===== src/rtl/alu_seq_pkg.sv =====
// Shared opcodes, FSM state encoding and flag bit positions for the sequential ALU.
package alu_seq_pkg;

  localparam logic [3:0] OP_INC  = 4'h0;
  localparam logic [3:0] OP_OR   = 4'h1;
  localparam logic [3:0] OP_SUB  = 4'h2;
  localparam logic [3:0] OP_XOR  = 4'h3;
  localparam logic [3:0] OP_ONE  = 4'h4;
  localparam logic [3:0] OP_AND  = 4'h5;
  localparam logic [3:0] OP_ADD  = 4'h6;
  localparam logic [3:0] OP_NOT  = 4'h7;
  localparam logic [3:0] OP_B    = 4'h8;
  localparam logic [3:0] OP_A    = 4'h9;
  localparam logic [3:0] OP_ZERO = 4'hA;
  localparam logic [3:0] OP_SHL  = 4'hB;
  localparam logic [3:0] OP_SHR  = 4'hC;
  localparam logic [3:0] OP_SRA  = 4'hD;
  localparam logic [3:0] OP_MUL  = 4'hE;
  localparam logic [3:0] OP_PASS = 4'hF;

  typedef enum logic [1:0] {
    IDLE = 2'd0,
    EXEC = 2'd1,
    DONE = 2'd2
  } state_t;

  localparam int FLAG_Z = 0;
  localparam int FLAG_C = 1;
  localparam int FLAG_N = 2;
  localparam int FLAG_V = 3;

  function automatic logic is_multi_op(input logic [3:0] op);
    return (op == OP_SHL) || (op == OP_SHR) || (op == OP_SRA) || (op == OP_MUL);
  endfunction

endpackage


===== src/rtl/alu_seq_comb.sv =====
// Combinational datapath for every single-cycle opcode; multi-cycle opcodes
// are handled by the iterative engine in the top.
module alu_seq_comb
  import alu_seq_pkg::*;
#(
  parameter int DATA_W = 8
) (
  input  logic [3:0]        op_i,
  input  logic [DATA_W-1:0] a_i,
  input  logic [DATA_W-1:0] b_i,
  output logic [DATA_W-1:0] res_o,
  output logic [3:0]        flags_o
);

  localparam int M = DATA_W - 1;

  logic [DATA_W:0] sum_s;
  logic            c_s;
  logic            v_s;
  logic            zn_en_s;

  // Result and flag selection for the single-cycle opcodes
  always_comb begin
    sum_s   = '0;
    res_o   = '0;
    c_s     = 1'b0;
    v_s     = 1'b0;
    zn_en_s = 1'b1;
    case (op_i)
      OP_INC: begin
        sum_s = {1'b0, b_i} + {{DATA_W{1'b0}}, 1'b1};
        res_o = sum_s[M:0];
        c_s   = sum_s[DATA_W];
        v_s   = ~b_i[M] & res_o[M];
      end
      OP_OR:  res_o = a_i | b_i;
      OP_SUB: begin
        // The extra top bit of the widened difference is exactly the borrow (B < A)
        sum_s = {1'b0, b_i} - {1'b0, a_i};
        res_o = sum_s[M:0];
        c_s   = sum_s[DATA_W];
        v_s   = (b_i[M] ^ a_i[M]) & (res_o[M] ^ b_i[M]);
      end
      OP_XOR:  res_o = a_i ^ b_i;
      OP_ONE:  res_o = {{(DATA_W-1){1'b0}}, 1'b1};
      OP_AND:  res_o = a_i & b_i;
      OP_ADD: begin
        sum_s = {1'b0, a_i} + {1'b0, b_i};
        res_o = sum_s[M:0];
        c_s   = sum_s[DATA_W];
        v_s   = ~(a_i[M] ^ b_i[M]) & (res_o[M] ^ a_i[M]);
      end
      OP_NOT:  res_o = ~a_i;
      OP_B:    res_o = b_i;
      OP_A:    res_o = a_i;
      OP_ZERO: res_o = '0;
      OP_PASS: begin
        res_o   = a_i;
        zn_en_s = 1'b0;
      end
      default: res_o = '0;
    endcase
    flags_o         = 4'b0000;
    flags_o[FLAG_Z] = zn_en_s & (res_o == '0);
    flags_o[FLAG_N] = zn_en_s & res_o[M];
    flags_o[FLAG_C] = c_s;
    flags_o[FLAG_V] = v_s;
  end

endmodule


===== src/rtl/alu_seq.sv =====
// Registered ALU with valid/ready handshake: single-cycle ops finish in one
// clock, shifts and multiply iterate one step per clock in EXEC.
module alu_seq
  import alu_seq_pkg::*;
#(
  parameter int DATA_W = 8
) (
  input  logic              clk,
  input  logic              rst_n,
  input  logic              in_valid,
  output logic              in_ready,
  input  logic [3:0]        op,
  input  logic [DATA_W-1:0] a,
  input  logic [DATA_W-1:0] b,
  output logic              out_valid,
  input  logic              out_ready,
  output logic [DATA_W-1:0] result,
  output logic              z,
  output logic              c,
  output logic              n,
  output logic              v,
  output logic              busy
);

  localparam int SH_W  = $clog2(DATA_W);
  localparam int CNT_W = $clog2(DATA_W + 1);

  state_t              state_q, state_d;
  logic [3:0]          op_q, op_d;
  logic [DATA_W-1:0]   a_q, a_d;
  logic [DATA_W-1:0]   hi_q, hi_d;
  logic [DATA_W-1:0]   lo_q, lo_d;
  logic [DATA_W-1:0]   res_q, res_d;
  logic [3:0]          flags_q, flags_d;
  logic [CNT_W-1:0]    cnt_q, cnt_d;
  logic                sc_q, sc_d;

  logic [DATA_W-1:0]   comb_res_s;
  logic [3:0]          comb_flags_s;
  logic [DATA_W:0]     mul_sum_s;
  logic [DATA_W-1:0]   step_lo_s, step_hi_s;
  logic                step_c_s;
  logic                accept_s;

  alu_seq_comb #(.DATA_W(DATA_W)) u_comb (
    .op_i    (op),
    .a_i     (a),
    .b_i     (b),
    .res_o   (comb_res_s),
    .flags_o (comb_flags_s)
  );

  assign in_ready  = (state_q == IDLE) || ((state_q == DONE) && out_ready);
  assign accept_s  = in_valid && in_ready;
  assign out_valid = (state_q == DONE);
  assign busy      = (state_q == EXEC);
  assign result    = res_q;
  assign z         = flags_q[FLAG_Z];
  assign c         = flags_q[FLAG_C];
  assign n         = flags_q[FLAG_N];
  assign v         = flags_q[FLAG_V];

  // One iteration of the shift / shift-add engine; lo holds the working
  // value (shift operand or multiplier), hi the upper product half.
  always_comb begin
    step_lo_s = lo_q;
    step_hi_s = hi_q;
    step_c_s  = sc_q;
    mul_sum_s = {1'b0, hi_q} + (lo_q[0] ? {1'b0, a_q} : {(DATA_W+1){1'b0}});
    if (cnt_q != '0) begin
      case (op_q)
        OP_SHL: begin
          step_c_s  = lo_q[DATA_W-1];
          step_lo_s = {lo_q[DATA_W-2:0], 1'b0};
        end
        OP_SHR: begin
          step_c_s  = lo_q[0];
          step_lo_s = {1'b0, lo_q[DATA_W-1:1]};
        end
        OP_SRA: begin
          step_c_s  = lo_q[0];
          step_lo_s = {lo_q[DATA_W-1], lo_q[DATA_W-1:1]};
        end
        OP_MUL: begin
          step_hi_s = mul_sum_s[DATA_W:1];
          step_lo_s = {mul_sum_s[0], lo_q[DATA_W-1:1]};
        end
        default: step_lo_s = lo_q;
      endcase
    end else begin
      step_lo_s = lo_q;
    end
  end

  // FSM next-state, operand capture and result/flag update
  always_comb begin
    state_d = state_q;
    op_d    = op_q;
    a_d     = a_q;
    hi_d    = hi_q;
    lo_d    = lo_q;
    res_d   = res_q;
    flags_d = flags_q;
    cnt_d   = cnt_q;
    sc_d    = sc_q;
    if (accept_s) begin
      op_d = op;
      a_d  = a;
      lo_d = b;
      hi_d = '0;
      sc_d = 1'b0;
      if (is_multi_op(op)) begin
        state_d = EXEC;
        cnt_d   = (op == OP_MUL) ? CNT_W'(DATA_W) : CNT_W'(a[SH_W-1:0]);
      end else begin
        state_d = DONE;
        res_d   = comb_res_s;
        flags_d = comb_flags_s;
      end
    end else begin
      case (state_q)
        IDLE: state_d = IDLE;
        EXEC: begin
          lo_d = step_lo_s;
          hi_d = step_hi_s;
          sc_d = step_c_s;
          // A count of 0 or 1 means this is the final EXEC cycle
          if (cnt_q > CNT_W'(1)) begin
            cnt_d = cnt_q - CNT_W'(1);
          end else begin
            cnt_d           = '0;
            state_d         = DONE;
            res_d           = step_lo_s;
            flags_d         = 4'b0000;
            flags_d[FLAG_Z] = (step_lo_s == '0);
            flags_d[FLAG_N] = step_lo_s[DATA_W-1];
            flags_d[FLAG_C] = (op_q == OP_MUL) ? (|step_hi_s) : step_c_s;
          end
        end
        DONE: begin
          if (out_ready) begin
            state_d = IDLE;
          end else begin
            state_d = DONE;
          end
        end
        default: state_d = IDLE;
      endcase
    end
  end

  // State and datapath registers
  always_ff @(posedge clk or negedge rst_n) begin
    if (!rst_n) begin
      state_q <= IDLE;
      op_q    <= 4'h0;
      a_q     <= '0;
      hi_q    <= '0;
      lo_q    <= '0;
      res_q   <= '0;
      flags_q <= 4'b0000;
      cnt_q   <= '0;
      sc_q    <= 1'b0;
    end else begin
      state_q <= state_d;
      op_q    <= op_d;
      a_q     <= a_d;
      hi_q    <= hi_d;
      lo_q    <= lo_d;
      res_q   <= res_d;
      flags_q <= flags_d;
      cnt_q   <= cnt_d;
      sc_q    <= sc_d;
    end
  end

endmodule


===== config.mk =====
export PLATFORM = sky130hd
export DESIGN_NAME = alu_seq
export DESIGN_NICKNAME = d
export VERILOG_FILES = /design/src/rtl/alu_seq_pkg.sv /design/src/rtl/alu_seq_comb.sv /design/src/rtl/alu_seq.sv
export SDC_FILE = /design/constraint.sdc
export NUM_CORES = 1
export LEC_CHECK = 0
export CAP_MARGIN = 40
export CORE_AREA = 5 5 116 173
export DETAILED_ROUTE_END_ITERATION = 7
export DIE_AREA = 0 0 121 178
export REMOVE_ABC_BUFFERS = 1
export SLEW_MARGIN = 15
export SYNTH_ARGS = -nofsm -noshare
export SYNTH_HDL_FRONTEND = slang
export SYNTH_SLANG_ARGS = --single-unit

===== constraint.sdc =====
create_clock -name clk -period 2.33 [get_ports clk]
set_clock_uncertainty 0.1 [all_clocks]
set_input_delay 0.3495 -clock clk [delete_from_list [all_inputs] [get_ports clk]]
set_output_delay 0.3495 -clock clk [all_outputs]
set_load 0.02 [all_outputs]

==> key figures <==
Cells and area
  – Multi-input gate area: 3766 sq um
  – Area growth syn-to-layout: 62.05%
  – FF+latch area: roughly 1200 sq um
  – Final core occ: 41.13%
  – Filler cell count in the final layout: 1827
  – Layout cells sized above 1: between 30% and 40%
  – Nets: between 800 and 900
  – Commonest non-fill, non-tap cell in the layout: buf_4
  – Most frequent cells in the layout: 173 x buf_4, 80 x nand2_1, 49 x o21ai_0, 46 x dfrtp_1
  – N_diodes: 0

Timing
  – Rel. slew slack: between 50 and 60%
  – Final setup vio count: 8
  – Slew Limit Fails: 0
  – Period utilization: 125.2%
  – Setup ws final: -0.5882 ns
  – Min Hold Slack: -0.01031 ns
  – Final hold vios: 18
  – Post-layout min period: 2.918 ns
  – Worst slew pin tran: 0.6648 ns
  – Maximum clock frequency: 342.7 MHz
  – RSZ-0062 raised after global routing: true

Yosys
  – Top cells by area, synth: dfrtp_1 25%, ha_1 11%, o21ai_0 7.0%
  – Post-synth EDFFs: 0
  – Count of warnings emitted by yosys: 0
  – FF+latch count, synth: 47
  – Mean Syn Cell Area: between 7 and 8 sq um
  – Yosys cell types: 67
  – Yosys top cell by area: dfrtp_1
  – Syn Inst Count: 604
  – Async SR Flop Fraction: 100.0%
  – Ys flop type: dfrtp_1
  – Post-Syn Area: 4668 sq um
  – Sequential element share of the synthesized area: 25.19%
  – Post-synth top area share: 25.19%

Clocking
  – Clk Latency, worst-skew pair: 0.29 ns
  – Root Driver: clkbuf_16
  – CTS H-tree lvls: 2
  – CTS tree: built
  – Clk sink count: 47
  – TritonCTS buffer count: 5
  – Max Buffers Root-to-Sink: 2
  – Clock transition at path regs: 0.06 ns

Routing
  – Via density per instance: 5.110
  – Remaining DRCs: 0
  – DR WL/cell: 16.78 microns
  – First-pass DRT Iterations: 4
  – Detailed Route Iter0 Violations: approximately 270
  – DRT Wirelength: 17.84 mm
  – Antenna Violating Nets Remaining: 0
  – Vias: between 5000 and 6000

Placement
  – Pre-CTS setup slack: -1.368 ns
  – Gp weighted congestion: 0.9164
  – Port Buffer Count: 38
  – Final HPWL DP: 13.78 mm

Global route
  – Vias in the first global route: roughly 5500
  – Global route total overflow: 0
  – Largest net degree at the start of global routing: 31
  – Initial antenna violation count: 0
  – First-pass GRT wire length: 27.54 mm
  – Global-route usage over all layers: 16.32%

Worst setup path
  – CP arrival: 3.01 ns
  – R2R Path Start: state_q[0]
  – Reg-to-reg setup timing slack: -0.50 ns
  – Worst R2R Path Depth: 9
  – Critical Path Fanout Max: 2
  – Crit Path Category: primary input to flop
  – Critical path required time: about 2.4 ns
  – Worst Setup Start Kind: primary input
  – CP Capture Type: flop
  – R2r endpoint: flags_q[0]

Pwr
  – PD cells: 778.5 nW/um^2
  – Maximum vdd ir drop: 0.3320 mV
  – Static leakage: roughly 3.4 nW
  – Power, Total: 0.005889 W

Floorplanning
  – Die width: 121 microns
  – DIE AREA: 21540 sq um
  – # IOs: 39
  – Vert. Die Dim: around 180 microns
  – FP Rows: 61
  – Core area: roughly 18000 sq um
  – Initial core utilization: 25.38%

Outcome
  – Failing checks: negative hold slack, negative setup slack
  – Status: finished with violations

Min path
  – Hold WC Path Type: primary input to async pin

Flow run
  – Max Cap Viol: 0
## kinds of logic (layout without fill, tap and decap cells)
group	count (synthesis)	after routing	share of synthesized area, %
XOR/XNOR	18	18	3.377
buffers and inverters	74	281	6.352
adder cells (fa/ha/maj)	44	44	12.22
flip-flops	47	47	25.19
AO/OA/AOI/OAI	180	180	24.69
AND/OR/NAND/NOR	224	224	24.12
multiplexers	17	17	4.047
## report_power, final
part	internal (W)	switching (W)	total, W
clock network	0.000501	0.000301	0.000802
registers	0.00112	0.000276	0.00140
logic	0.00179	0.00189	0.00369
total	0.00342	0.00247	0.00589
## worst max-delay path: stages
cell and delay [ns]:
buf_8 0.10, ha_4 0.15, fa_1 0.44, and3b_1 0.18, a31oi_1 0.14, o221ai_1 0.16
a221o_1 0.31, or4b_4 0.53, or4_4 0.44, o31ai_4 0.20
## repair_timing
| item | 4_1_cts | 5_1_grt |
|---|---|---|
| resized for setup | 155 | 48 |
| gates cloned | 1 | 0 |
| setup endpoints to repair | 20 | 27 |
| pin swaps | 37 | 21 |
| hold buffers | 0 | 0 |
| buffers inserted | 15 | 5 |
## routing by layer
metal	share of wire, %	GRT usage [%]
met1	34	15.45
met2	54	31.13
met3	3.1	1.332
met4	9.3	13.80
met5	0	0
## state kept, by name (all words and copies together), names as in the netlist
register / count
a_q: 8
hi_q: 8
lo_q: 8
result: 8
cnt_q: 4
flags_q: 4
op_q: 4
state_q: 2
sc_q: 1
## how the worst max path moves through the flow
stage               start         end  slack, ns  depth (start not counted)
2_1_floorplan  state_q[0]  flags_q[0]      -1.11                          9
3_3_place_gp         a[0]  flags_q[0]      -1.31                         10
3_5_place_dp         a[0]  flags_q[0]      -1.37                         10
4_1_cts              b[0]  flags_q[0]      -0.65                         10
5_1_grt              b[0]  flags_q[0]      -0.67                         10
6_report             b[0]  flags_q[0]      -0.59                         10
## layout make-up
class | instances | area share [%]
multi-input combinational | 483 | 49.78
timing repair buffer | 236 | 26.43
sequential | 47 | 15.56
tap | 252 | 4.168
inverter | 38 | 1.952
clock buffer | 6 | 1.704
clock inverter | 1 | 0.3970
## per-stage QoR
step | cells | area [sq um] | hold WS (ns) | setup TNS, ns
6_report | 1063 | 7565 | -0.01031 | -1.243
4_1_cts | 1059 | 7320 | 0.01072 | -1.326
3_3_place_gp | 1039 | 6576 | 0.3250 | -11.97
3_5_place_dp | 1039 | 6576 | 0.3244 | -12.54
2_1_floorplan | 568 | 4514 | -0.04609 | -7.255
5_1_grt | 1063 | 7565 | 0.05378 | -1.861
## cells in the mapped netlist (all sizes together), types with 5 or more instances
library cell,n
nand2,82
o21ai,65
dfrtp,47
ha,40
inv,38
a21oi,28
nand3,27
nor2,27
clkbuf,26
nor3,16
mux2i,14
xnor2,14
and2,12
buf,10
a31oi,9
o211ai,9
nand2b,8
o31ai,8
and3,7
nor3b,7
nor2b,6
o22ai,6
a211o,5
a211oi,5
a221oi,5
or3,5
(Power assumes the default switching activity.)
